File: src/rtl/truth_table_sweeper.sv
// truth_table_sweeper: exhaustive N-input stimulus engine that checks a
// DUT against X = A & ~(B ^ C ^ ...) and records the observed table.
module truth_table_sweeper #(
  parameter int N   = 3,
  parameter int LAT = 1
) (
  input  logic               clk,
  input  logic               rst,
  input  logic               start,
  input  logic               mode,
  output logic [N-1:0]       vec,
  output logic               vec_valid,
  input  logic               dut_x,
  output logic               busy,
  output logic               done,
  output logic               pass,
  output logic [N:0]         err_count,
  output logic [N-1:0]       first_fail,
  output logic               fail_seen,
  output logic [(1<<N)-1:0]  obs_table
);

  typedef enum logic [1:0] {
    IDLE,
    RUN,
    DRAIN,
    DONE
  } state_t;

  state_t              state_q, state_d;
  logic [N-1:0]        cnt_q, cnt_d;
  logic [2:0]          drain_q, drain_d;
  logic                mode_q, mode_d;
  logic [N-1:0]        vec_q, vec_d;
  logic                vec_valid_q, vec_valid_d;
  logic                busy_q, busy_d;
  logic                done_q, done_d;
  logic                pass_q, pass_d;
  logic [N:0]          err_count_q, err_count_d;
  logic [N-1:0]        first_fail_q, first_fail_d;
  logic                fail_seen_q, fail_seen_d;
  logic [(1<<N)-1:0]   obs_table_q, obs_table_d;

  logic                cmp_valid;
  logic [N-1:0]        cmp_vec;
  logic                exp_bit;
  logic [N-1:0]        cnt_nxt;

  // Vector issued k cycles ago lines up with dut_x when k == LAT.
  if (LAT == 0) begin : g_nopipe
    assign cmp_valid = vec_valid_q;
    assign cmp_vec   = vec_q;
  end else begin : g_pipe
    logic [LAT-1:0] pv_q;
    logic [N-1:0]   pvec_q [LAT];

    always_ff @(posedge clk) begin
      if (rst) begin
        pv_q <= '0;
        for (int i = 0; i < LAT; i++) pvec_q[i] <= '0;
      end else begin
        pv_q[0]   <= vec_valid_q;
        pvec_q[0] <= vec_q;
        for (int i = 1; i < LAT; i++) begin
          pv_q[i]   <= pv_q[i-1];
          pvec_q[i] <= pvec_q[i-1];
        end
      end
    end

    assign cmp_valid = pv_q[LAT-1];
    assign cmp_vec   = pvec_q[LAT-1];
  end

  assign exp_bit = cmp_vec[N-1] & ~(^cmp_vec[N-2:0]);
  assign cnt_nxt = cnt_q + 1'b1;

  always_comb begin
    state_d      = state_q;
    cnt_d        = cnt_q;
    drain_d      = drain_q;
    mode_d       = mode_q;
    vec_d        = vec_q;
    vec_valid_d  = vec_valid_q;
    busy_d       = busy_q;
    done_d       = 1'b0;
    pass_d       = pass_q;
    err_count_d  = err_count_q;
    first_fail_d = first_fail_q;
    fail_seen_d  = fail_seen_q;
    obs_table_d  = obs_table_q;

    unique case (state_q)
      IDLE: begin
        if (start) begin
          state_d      = RUN;
          cnt_d        = '0;
          mode_d       = mode;
          vec_d        = '0;
          vec_valid_d  = 1'b1;
          busy_d       = 1'b1;
          pass_d       = 1'b0;
          err_count_d  = '0;
          first_fail_d = '0;
          fail_seen_d  = 1'b0;
          obs_table_d  = '0;
        end
      end
      RUN: begin
        if (cnt_q == {N{1'b1}}) begin
          state_d     = DRAIN;
          vec_valid_d = 1'b0;
          drain_d     = '0;
        end else begin
          cnt_d = cnt_nxt;
          vec_d = mode_q ? (cnt_nxt ^ (cnt_nxt >> 1)) : cnt_nxt;
        end
      end
      DRAIN: begin
        if (drain_q == 3'(LAT)) begin
          state_d = DONE;
          busy_d  = 1'b0;
          done_d  = 1'b1;
          pass_d  = (err_count_q == '0);
        end else begin
          drain_d = drain_q + 1'b1;
        end
      end
      DONE: begin
        state_d = IDLE;
      end
    endcase

    if (cmp_valid) begin
      obs_table_d[cmp_vec] = dut_x;
      if (dut_x != exp_bit) begin
        err_count_d = err_count_q + 1'b1;
        if (!fail_seen_q) begin
          fail_seen_d  = 1'b1;
          first_fail_d = cmp_vec;
        end
      end
    end
  end

  always_ff @(posedge clk) begin
    if (rst) begin
      state_q      <= IDLE;
      cnt_q        <= '0;
      drain_q      <= '0;
      mode_q       <= 1'b0;
      vec_q        <= '0;
      vec_valid_q  <= 1'b0;
      busy_q       <= 1'b0;
      done_q       <= 1'b0;
      pass_q       <= 1'b0;
      err_count_q  <= '0;
      first_fail_q <= '0;
      fail_seen_q  <= 1'b0;
      obs_table_q  <= '0;
    end else begin
      state_q      <= state_d;
      cnt_q        <= cnt_d;
      drain_q      <= drain_d;
      mode_q       <= mode_d;
      vec_q        <= vec_d;
      vec_valid_q  <= vec_valid_d;
      busy_q       <= busy_d;
      done_q       <= done_d;
      pass_q       <= pass_d;
      err_count_q  <= err_count_d;
      first_fail_q <= first_fail_d;
      fail_seen_q  <= fail_seen_d;
      obs_table_q  <= obs_table_d;
    end
  end

  assign vec        = vec_q;
  assign vec_valid  = vec_valid_q;
  assign busy       = busy_q;
  assign done       = done_q;
  assign pass       = pass_q;
  assign err_count  = err_count_q;
  assign first_fail = first_fail_q;
  assign fail_seen  = fail_seen_q;
  assign obs_table  = obs_table_q;

endmodule

File: config.mk
export PLATFORM = sky130hd
export DESIGN_NAME = truth_table_sweeper
export DESIGN_NICKNAME = d
export VERILOG_FILES = /design/src/rtl/truth_table_sweeper.sv
export SDC_FILE = /design/constraint.sdc
export NUM_CORES = 1
export LEC_CHECK = 0
export CORE_ASPECT_RATIO = 0.5
export CORE_MARGIN = 3
export CORE_UTILIZATION = 40
export CTS_BUF_LIST = sky130_fd_sc_hd__clkbuf_16
export CTS_CLUSTER_SIZE = 16
export DETAILED_ROUTE_END_ITERATION = 10
export PLACE_DENSITY = 0.68
export SYNTH_ARGS = -nofsm -noshare
export SYNTH_HDL_FRONTEND = slang
export SYNTH_SLANG_ARGS = --single-unit
File: constraint.sdc
create_clock -name clk -period 2 [get_ports clk]
set_clock_uncertainty 0.1 [all_clocks]
set_input_delay 0.2 -clock clk [delete_from_list [all_inputs] [get_ports clk]]
set_output_delay 0.2 -clock clk [all_outputs]
set_load 0.02 [all_outputs]
==> results by group <==
Global route
  • Vias in the first global route: 1,402
  • GRT Residual Overflow: 0
  • First-pass GRT wire length: 6.396 mm
  • Gr usage total: 15.36%
  • Initial antenna violation count: 0
  • Pin count of the biggest net entering global routing: 29

Critical path
  • Startpoint Class: register
  • Worst-case reg-to-reg path depth: 6
  • Worst r2r dst: drain_q[1]$_SDFFE_PP0P_
  • Reg-to-reg critical path startpoint: state_q[1]$_SDFFE_PP0P_
  • Critical path fanouts, max: 12
  • CP Class: reg -> reg
  • Required time of the critical path: 2.06 ns
  • R2r setup slk: 0.19 ns
  • Crit path DAT: 1.87 ns
  • CP endpoint kind: register

STA
  • Final Hold Violating Endpoints: 0
  • RSZ-0062 raised after global routing: false
  • # setup viols final: 0
  • Slew @ Worst Pin: 0.4475 ns
  • Fin crit share: 90.29%
  • Slew headroom: 70.13%
  • Final min period: 1.806 ns
  • Max Clk Rate: 553.8 MHz
  • Slew Limit Fails: 0
  • Post-route setup TNS: 0 ns

Final layout
  • ANT cells: 0
  • Final #Nets: 239
  • Most frequent cells in the layout: dfxtp_1 (35), clkdlybuf4s50_1 (27), a21oi_1 (21)
  • Fin cells: 279
  • Commonest non-fill, non-tap cell in the layout: dfxtp_1
  • Syn-to-layout area delta: 24.03%
  • Fraction of layout cells with a size suffix above 1: 8.444%

Routing
  • Initial drt markers: 52
  • Routed WL per cell: 13.06 um
  • Vias per std cell: 5.197
  • Total Wirelength: 3.644 mm
  • Router iterations before antenna repair: 4
  • Remaining DRCs: 0
  • ANT nets after route: 0
  • Total number of vias: 1,450

Clock network
  • Clock sink count: 35
  • Clock-pin slew on the worst setup and hold paths: 0.05 ns
  • CTS Buf Count: 5
  • # H-tree levels: 2
  • Hold-fix buffers at CTS: 0
  • Post-CTS Setup Inserts: 0
  • Clk buf depth: 2
  • Root Buffer: clkbuf_16
  • TritonCTS clock tree: done
  • Worst-Skew Late Latency: 0.28 ns
  • Post_cts resized: 0

Synthesis
  • Synth Instances: 199
  • Synthesized area: 1802 um2
  • Distinct cell type count after synthesis: 38
  • Ys Warns: 0
  • Ys flop type: dfxtp_1
  • Synthesized flop and latch total: 35
  • Syn avg cell area: 9.054 um2
  • Asr flop ratio synth: 0%
  • Post-synthesis sequential area ratio: 38.89%
  • Synthesized Nets: 214
  • Post-synth EDFFs: 0

Placement
  • Placed Cells: 271
  • IO buf count: 27
  • GPL Wtd Cong: 0.7465
  • Placed wire-length estimate: 2.610 mm

Power and ir drop
  • Leak Pwr: 0.7910 nW
  • Worst vdd ir: 0.0004067 V
  • Pwr/cell area: 1057 nW/um2

Floorplanning
  • Initial core utilization: 43.90%
  • Core area: 4104 um2
  • Die height: 53.46 um
  • Die Width: 100.9 um
  • Die area: 5394 um2
  • Row count: 16
  • IO Pins: 28

Worst hold path
  • Hold Crit Depth: 2
  • Beginning of the worst hold path: vec[1]$_SDFFE_PP0P_
  • Hold/Removal Path Class: reg -> reg
  • WHS Endpoint: vec[1]$_SDFFE_PP0P_

Outcome
  • Status: completed

Job
  • Maximum capacitance violations: 0
-- area by class of cell --
| cell class | count | area (um2) |
|---|---|---|
| Inverter | 6 | 22.52 |
| Tap cell | 54 | 67.56 |
| Sequential cell | 35 | 700.7 |
| Timing Repair Buffer | 32 | 307.8 |
| Clock inverter | 3 | 15.01 |
| Fill cell | 381 | 1869 |
| Clock buffer | 5 | 125.1 |
| Multi-Input combinational cell | 144 | 996.0 |
-- flip-flops by register name, summed over array words and instances (netlist names) --
| signal | flops |
|---|---|
| drain_q | 3 |
| err_count | 4 |
| busy | 1 |
| vec_valid | 1 |
| obs_table | 8 |
| first_fail | 3 |
| state_q | 2 |
| mode_q | 1 |
| g_pipe.pvec_q | 3 |
| fail_seen | 1 |
| cmp_valid | 1 |
| cnt_q | 2 |
| pass | 1 |
| done | 1 |
| vec | 3 |
-- worst max-delay path, stage by stage (launching register included) --
cell     delay (ns)
dfxtp_1        0.35
inv_1          0.07
ha_1           0.30
nor2b_1        0.22
nor3_1         0.36
mux2i_1        0.23
nor2_1         0.05
-- stage by stage --
stage | instance area, um2 | setup WS (ns) | power (mW) | hold WS (ns) | util, %
after global routing | 2235 | 0.05332 | 2.525 | 0.3865 | 54.45
after detailed placement | 2095 | 0.1719 | 1.635 | 0.3607 | 51.04
after CTS | 2235 | 0.1751 | 2.387 | 0.3697 | 54.45
after global placement | 2095 | 0.2735 | 1.613 | 0.3603 | 51.04
final | 2235 | 0.1942 | 2.362 | 0.3658 | 54.45
after floorplan | 1802 | 0.4205 | 1.450 | 0.2475 | -
-- worst max path at each step --
| stage | from | to | slack, ns | depth (start not counted) |
|---|---|---|---|---|
| 5_1_grt | state_q[1]$_SDFFE_PP0P_ | drain_q[1]$_SDFFE_PP0P_ | 0.05 | 6 |
| 3_5_place_dp | state_q[1]$_SDFFE_PP0P_ | drain_q[1]$_SDFFE_PP0P_ | 0.17 | 6 |
| 4_1_cts | state_q[1]$_SDFFE_PP0P_ | drain_q[1]$_SDFFE_PP0P_ | 0.18 | 6 |
| 3_3_place_gp | state_q[1]$_SDFFE_PP0P_ | drain_q[1]$_SDFFE_PP0P_ | 0.27 | 6 |
| 2_1_floorplan | state_q[0]$_SDFFE_PP0P_ | state_q[1]$_SDFFE_PP0P_ | 0.42 | 7 |
| 6_report | state_q[1]$_SDFFE_PP0P_ | drain_q[1]$_SDFFE_PP0P_ | 0.19 | 6 |
-- kinds of logic (layout without fill, tap and decap cells) --
family / count (synthesis) / after routing / share of synthesized area [%]
fa+ha+maj: 10 / 10 / 6.944
buf+inv: 20 / 46 / 5.833
xor+xnor: 5 / 5 / 3.472
simple gates: 80 / 80 / 25.14
compound gates: 42 / 42 / 15.83
mux: 7 / 7 / 3.889
flops: 35 / 35 / 38.89
-- cells in the mapped netlist (7+ instances only) --
master | number | share of area, %
nand2_1 | 17 | 3.5
ha_1 | 10 | 6.9
nand4_1 | 8 | 2.8
nor2b_1 | 11 | 3.8
nor2_1 | 12 | 2.5
mux2i_1 | 7 | 3.9
dfxtp_1 | 35 | 39
o211ai_1 | 8 | 3.3
nand3_1 | 10 | 2.8
a21oi_1 | 21 | 5.8
-- power by group --
part	internal, mW	switching, mW
Clock	0.454	0.291
Combinational	0.338	0.427
Sequential	0.774	0.0774
Total	1.57	0.796
-- per-layer routing --
layer | global-route usage, % | vias to the layer above | part of all wire (%)
met2 | 25.38 | 26 | 46
met1 | 18.89 | 675 | 47
li1 | - | 745 | -
met5 | 0 | - | 0
met4 | 4.415 | 0 | 0.96
met3 | 5.658 | 4 | 5.4
Note: power is estimated with default switching activity, not from simulation.
==> RTL change 1: new RTL, same flow settings <==
The parameter `LAT` goes from 1 to 2.
--- a/src/rtl/truth_table_sweeper.sv
+++ b/src/rtl/truth_table_sweeper.sv
@@ -2,7 +2,7 @@
 // DUT against X = A & ~(B ^ C ^ ...) and records the observed table.
 module truth_table_sweeper #(
   parameter int N   = 3,
-  parameter int LAT = 1
+  parameter int LAT = 2
 ) (
   input  logic               clk,
   input  logic               rst,
Function: changed (a bounded check fails within 4 cycles, from zero or initial values and one cycle with rst high).
==> RTL change 1 against the unedited design <==
- final cell count grew 6.1%
- largest cell class unchanged
- first-iteration DRC count shrank 71%
- sequential cell count grew 4
- count of clock-buffer cells in the layout is the same
- worst setup slack gained 22 ps
- area after synthesis grew 6.9%
- hold slack lost 29 ps
- power shrank 0.84%
- maximum frequency grew 1.2%
- routed wire length shrank 4.6%
- design area grew 6.2%
- sequential power grew 6.3%
==> RTL change 1: results (changes against the unedited design) <==
Clock network
  – Clk slew on worst S/H paths: 50 ps (about the same)
  – CTS-repair resized insts: 0 (unchanged)
  – # Post-CTS Setup Buffers: 0 (unchanged)
  – Cts bufs inserted: 5 (unchanged)
  – Maximum clock path buffer count: 2 (unchanged)
  – H-tree depth: 2 (unchanged)
  – Clock insertion delay at the later pin of the skew report: 270 ps
  – CTS root buf: clkbuf_16

Critical path
  – Crit Path Max Fanout: 12 (unchanged)
  – Reg-to-reg endpoint: drain_q[1]$_SDFFE_PP0P_
  – R2R depth: 6 (unchanged)
  – Reg-to-reg startpoint: state_q[0]$_SDFFE_PP0P_

Yosys
  – Post-synth top cells: dfxtp_1 (39), nor2_1 (22), a21oi_1 (14), nor2b_1 (12), nand2_1 (11)
  – Top cells by area, synth: dfxtp_1 (41%), ha_1 (6.5%), mux2i_1 (5.2%)
  – Synth top area share: 40.5% (+1.7 points)
  – EDFF count, synth: 0 (unchanged)
  – Net Count, Synth: 221 (+3.3%)
  – Asr flop ratio synth: 0% (unchanged)
  – Main synth FF type: dfxtp_1
  – Warnings, synthesis: 0 (unchanged)
  – Sequential fraction of the synthesis area: 40.5% (+1.7 points)
  – Synth cell types: 45 (+18%)

Global routing
  – First-pass GRT wire length: 6050 um (-5.4%)
  – Vias in the first global route: 1,387 (-1.1%)
  – GRT Resource Usage Total: 13.0% (-2.3 points)
  – Antenna violations before repair: 0 (unchanged)
  – Pin count of the biggest net entering global routing: 43 (+48%)

Route
  – Final wirelength: 3480 um (-4.6%)
  – Drt pass-1 iters: 4 (unchanged)
  – DRT iter0 DRCs: 15 (-71%)
  – Detailed-route vias per instance: 4.90 (-5.7%)

Place
  – Area after DPL: 0.00224 mm2 (+7.1%)
  – Pre-CTS setup slack: 241 ps (+68.7 ps)
  – RePlAce Congestion: 0.808 (+8.2%)
  – IO buf count: 27 (unchanged)
  – DPL Wire Length: 2470 um (-5.4%)

Final layout
  – # fillers: 424 (+11%)
  – Share of layout cells above drive strength 1: 8.26% (-0.18 points)
  – Max reg flops: 8 (unchanged)
  – Antenna diodes: 0 (unchanged)
  – Final net count: 246 (+2.9%)

Hold path
  – Worst Hold Class: flip-flop to flip-flop
  – Hold Crit Endpoint: g_pipe.pvec_q[0][5]$_SDFF_PP0_
  – Hold-critical path depth: 1 (-1)
  – Hold Startpoint: g_pipe.pvec_q[0][2]$_SDFF_PP0_

Power and ir drop
  – Sw Share: 30.5% (-3.2 points)
  – Lkg Pwr: 0.850 nW (+7.5%)
  – Peak supply drop: 0.000412 V (+1.3%)

Job
  – Total of max-cap violations: 0 (unchanged)

Timing
  – Worst Hold Slack: 336 ps (-29.3 ps)
  – Worst slew margin: 65.1% (-5.1 points)

Outcome
  – Status: complete, no violations
-- RTL change 1: cell count changes in the layout (fill, tap and decap cells not counted), sizes merged, moves of 4 or more --
cell	unedited run	this run
a21oi	22	15
dfxtp	35	39
nand2	17	11
nand3	10	6
nor2	12	22
o211ai	8	3
-- RTL change 1: metrics by stage --
step	utilization [%]	power, mW	instances
after floorplan	-	1.50	206
after global placement	49.8	1.65	290
after detailed placement	49.8	1.66	290
after CTS	52.6	2.38	296
after global routing	52.6	2.48	296
final	52.6	2.34	296
-- RTL change 1: worst max path at each step --
| stage | depth (start not counted) | end | slack [ps] | from |
|---|---|---|---|---|
| after global routing | 6 | drain_q[1]$_SDFFE_PP0P_ | 80 | state_q[0]$_SDFFE_PP0P_ |
| after global placement | 5 | vec[2]$_SDFFE_PP0P_ | 280 | start |
| after floorplan | 5 | cnt_q[1]$_SDFFE_PP0P_ | 390 | cnt_q[0]$_SDFFE_PP0P_ |
| after detailed placement | 6 | drain_q[1]$_SDFFE_PP0P_ | 240 | state_q[0]$_SDFFE_PP0P_ |
| final | 6 | drain_q[1]$_SDFFE_PP0P_ | 220 | state_q[0]$_SDFFE_PP0P_ |
| after CTS | 6 | drain_q[1]$_SDFFE_PP0P_ | 220 | state_q[0]$_SDFFE_PP0P_ |
-- RTL change 1: cell families after synthesis --
kind of cell / after synthesis / share of synthesized area, %
AND/OR/NAND/NOR: 89 / 26.6
XOR/XNOR: 4 / 2.79
buffers and inverters: 20 / 5.39
adder cells (fa/ha/maj): 10 / 6.50
AO/OA/AOI/OAI: 33 / 12.3
multiplexers: 11 / 5.78
flip-flops: 39 / 40.5
-- RTL change 1: power by group through the flow --
stage / Clock, mW / Sequential (mW) / Combinational [mW]
after detailed placement: 0 / 0.923 / 0.739
final: 0.701 / 0.906 / 0.735
after global placement: 0 / 0.919 / 0.727
after global routing: 0.759 / 0.916 / 0.809
after floorplan: 0 / 0.941 / 0.555
after CTS: 0.732 / 0.906 / 0.743
-- RTL change 1: routing by layer --
| metal | GRT usage [%] | part of all wire (%) | vias up | wire length (um) |
|---|---|---|---|---|
| met1 | 15.2 | 49 | 676 | 1710 |
| met5 | 0 | 0 | - | 0 |
| met3 | 3.24 | 2.7 | 2 | 93 |
| met4 | 3.75 | 0.55 | 0 | 19 |
| li1 | - | - | 760 | - |
| met2 | 24.7 | 47 | 12 | 1650 |
-- RTL change 1: cell type report --
type,instances,area (um2),area share [%]
timing repair buffer,31,313,13.2
tap,66,82.6,3.48
inverter,7,26.3,1.11
sequential,39,781,32.9
multi-input combinational,147,1040,43.9
clock buffer,5,125,5.27
clock inverter,1,3.75,0.158
-- RTL change 1: worst max-delay path, stage by stage, from the launching register on --
cell and delay (ps):
dfxtp_1 350, inv_1 80, ha_1 330, and3b_1 250, nor3_1 280, mux2i_1 230, nor2_1 50
==> RTL change 2: new RTL, same flow settings <==
Without the edit above. Remove the register `done_q`: a continuous assignment takes its place, so the output `done` follows one clock earlier.
--- a/src/rtl/truth_table_sweeper.sv
+++ b/src/rtl/truth_table_sweeper.sv
@@ -152,7 +152,6 @@
       vec_q        <= '0;
       vec_valid_q  <= 1'b0;
       busy_q       <= 1'b0;
-      done_q       <= 1'b0;
       pass_q       <= 1'b0;
       err_count_q  <= '0;
       first_fail_q <= '0;
@@ -166,7 +165,6 @@
       vec_q        <= vec_d;
       vec_valid_q  <= vec_valid_d;
       busy_q       <= busy_d;
-      done_q       <= done_d;
       pass_q       <= pass_d;
       err_count_q  <= err_count_d;
       first_fail_q <= first_fail_d;
@@ -174,6 +172,8 @@
       obs_table_q  <= obs_table_d;
     end
   end
+
+  assign done_q = done_d;
 
   assign vec        = vec_q;
   assign vec_valid  = vec_valid_q;
Behaviour: same outputs for any inputs over 10 cycles, from zero or initial values and one cycle with rst high; that may be too few to reach the edited logic, so the function may still have changed.
==> RTL change 2 against the unedited design <==
- non-clock buffer count up 2
- power down 3.2%
- maximum frequency down 0.48%
- largest cell class unchanged
- highest routed layer unchanged
- worst setup slack worse by 8.6 ps
- area after synthesis down 3.1%
- routed wire length up 0.38%
- sequential cell count down 1
- largest power group unchanged
- via count up 3.7%
- design area down 2.3%
==> RTL change 2: results (changes against the unedited design) <==
Yosys
  – Sequential fraction of the synthesis area: 39.0% (+0.080 points)
  – Top cells by area, synth: dfxtp_1 (39%), ha_1 (7.2%), a21oi_1 (6.9%)
  – Syn_area_per_cell: 8.73 um2 (-3.5%)
  – Asr flop ratio synth: 0% (unchanged)
  – Synth cell types: 36 (-5.3%)
  – Net Count, Synth: 215 (+0.47%)
  – Warnings, synthesis: 0 (unchanged)
  – Post-synth top cells: dfxtp_1 (34), a21oi_1 (24), nand2_1 (19), nand4_1 (12)

Critical path
  – Reg-to-reg startpoint: state_q[1]$_SDFFE_PP0P_
  – Reg-to-reg setup timing slack: 250 ps (+60 ps)
  – R2R depth: 5 (-1)
  – Crit Path Max Fanout: 7 (-5)
  – Reg-to-reg endpoint: drain_q[1]$_SDFFE_PP0P_
  – Critical path data required time: 1700 ps (-360 ps)
  – Crit start category: flip-flop
  – End of the critical path: done
  – CP Launch Point: drain_q[0]$_SDFFE_PP0P_

Place
  – IO buf count: 27 (unchanged)
  – DPL Wire Length: 2720 um (+4.0%)
  – Pre-CTS setup slack: 188 ps (+16.0 ps)
  – Area after DPL: 0.00205 mm2 (-2.2%)
  – Placed insts: 273 (+0.74%)
  – RePlAce Congestion: 0.852 (+14%)

Clock network
  – # Post-CTS Setup Buffers: 0 (unchanged)
  – Cts bufs inserted: 5 (unchanged)
  – Maximum clock path buffer count: 2 (unchanged)
  – Clock insertion delay at the later pin of the skew report: 270 ps
  – CTS-repair resized insts: 1 (+1)
  – H-tree depth: 2 (unchanged)
  – Clk slew on worst S/H paths: 50 ps (about the same)
  – CTS root buf: clkbuf_16

Outcome
  – Status: complete, no violations

Final layout
  – Antenna diodes: 0 (unchanged)
  – Syn-to-layout area delta: 25.0%
  – Finished Layout Cells: 280 (+0.36%)
  – Max reg flops: 8 (unchanged)
  – Final net count: 241 (+0.84%)
  – Share of layout cells above drive strength 1: 8.85% (+0.41 points)
  – # fillers: 384 (+0.79%)

Global routing
  – First-pass GRT wire length: 6550 um (+2.4%)
  – Vias in the first global route: 1,439 (+2.6%)
  – Pin count of the biggest net entering global routing: 18 (-38%)
  – GRT Resource Usage Total: 15.8% (+0.41 points)
  – Antenna violations before repair: 0 (unchanged)

Route
  – Detailed-route vias per instance: 5.37 (+3.4%)
  – Drt wl/cell: 13.1 um (about the same)
  – Drt pass-1 iters: 4 (unchanged)
  – DRT iter0 DRCs: 32 (-38%)

Timing
  – Worst slew margin: 72.4% (+2.2 points)
  – FMAX: 551 MHz (-0.48%)

Power and ir drop
  – Peak supply drop: 0.000422 V (+3.7%)
  – Lkg Pwr: 0.784 nW (-0.90%)

Hold path
  – Hold Startpoint: vec[0]$_SDFFE_PP0P_
  – Hold-critical path depth: 2 (unchanged)
[RTL change 2: layout make-up]
cell class	count	area share, %
Multi-Input combinational cell	146	44.0
Clock buffer	5	5.73
Tap cell	54	3.09
Clock inverter	2	0.458
Timing Repair Buffer	34	14.7
Sequential cell	34	31.2
Inverter	5	0.860
[RTL change 2: logic make-up (layout without fill, tap and decap cells)]
logic type | after synthesis | count (layout) | synth area share (%)
and+or+nand+nor | 81 | 81 | 26.2
AOI/OAI and AO/OA | 45 | 45 | 15.6
DFF | 34 | 34 | 39.0
buffers and inverters | 20 | 46 | 6.09
adders and majority gates | 10 | 10 | 7.16
muxes | 7 | 7 | 4.01
xor gates and xnor gates | 3 | 3 | 1.93
[RTL change 2: worst max-delay path, cell delays in order (launching register included)]
cell           delay (ps)
dfxtp_1               400
ha_1                  190
and3b_1               290
dlygate4sd2_1         370
[RTL change 2: worst min path at each step]
stage,end,slack (ps)
after CTS,vec[0]$_SDFFE_PP0P_,370
after detailed placement,vec[0]$_SDFFE_PP0P_,360
final,vec[0]$_SDFFE_PP0P_,370
after floorplan,mode_q$_SDFFE_PP0P_,250
after global routing,vec[0]$_SDFFE_PP0P_,400
after global placement,vec[1]$_SDFFE_PP0P_,360
[RTL change 2: where the power goes]
part | internal [mW] | switching, mW
combinational | 0.317 | 0.422
clock | 0.448 | 0.262
sequential | 0.758 | 0.0797
total | 1.52 | 0.764
[RTL change 2: metal layers]
metal / up-vias / track usage, % / routed length [um]
li1: 760 / - / -
met1: 722 / 20.5 / 1800
met2: 17 / 25.7 / 1700
met3: 5 / 3.98 / 112
met4: 0 / 5.44 / 46
met5: - / 0 / 0
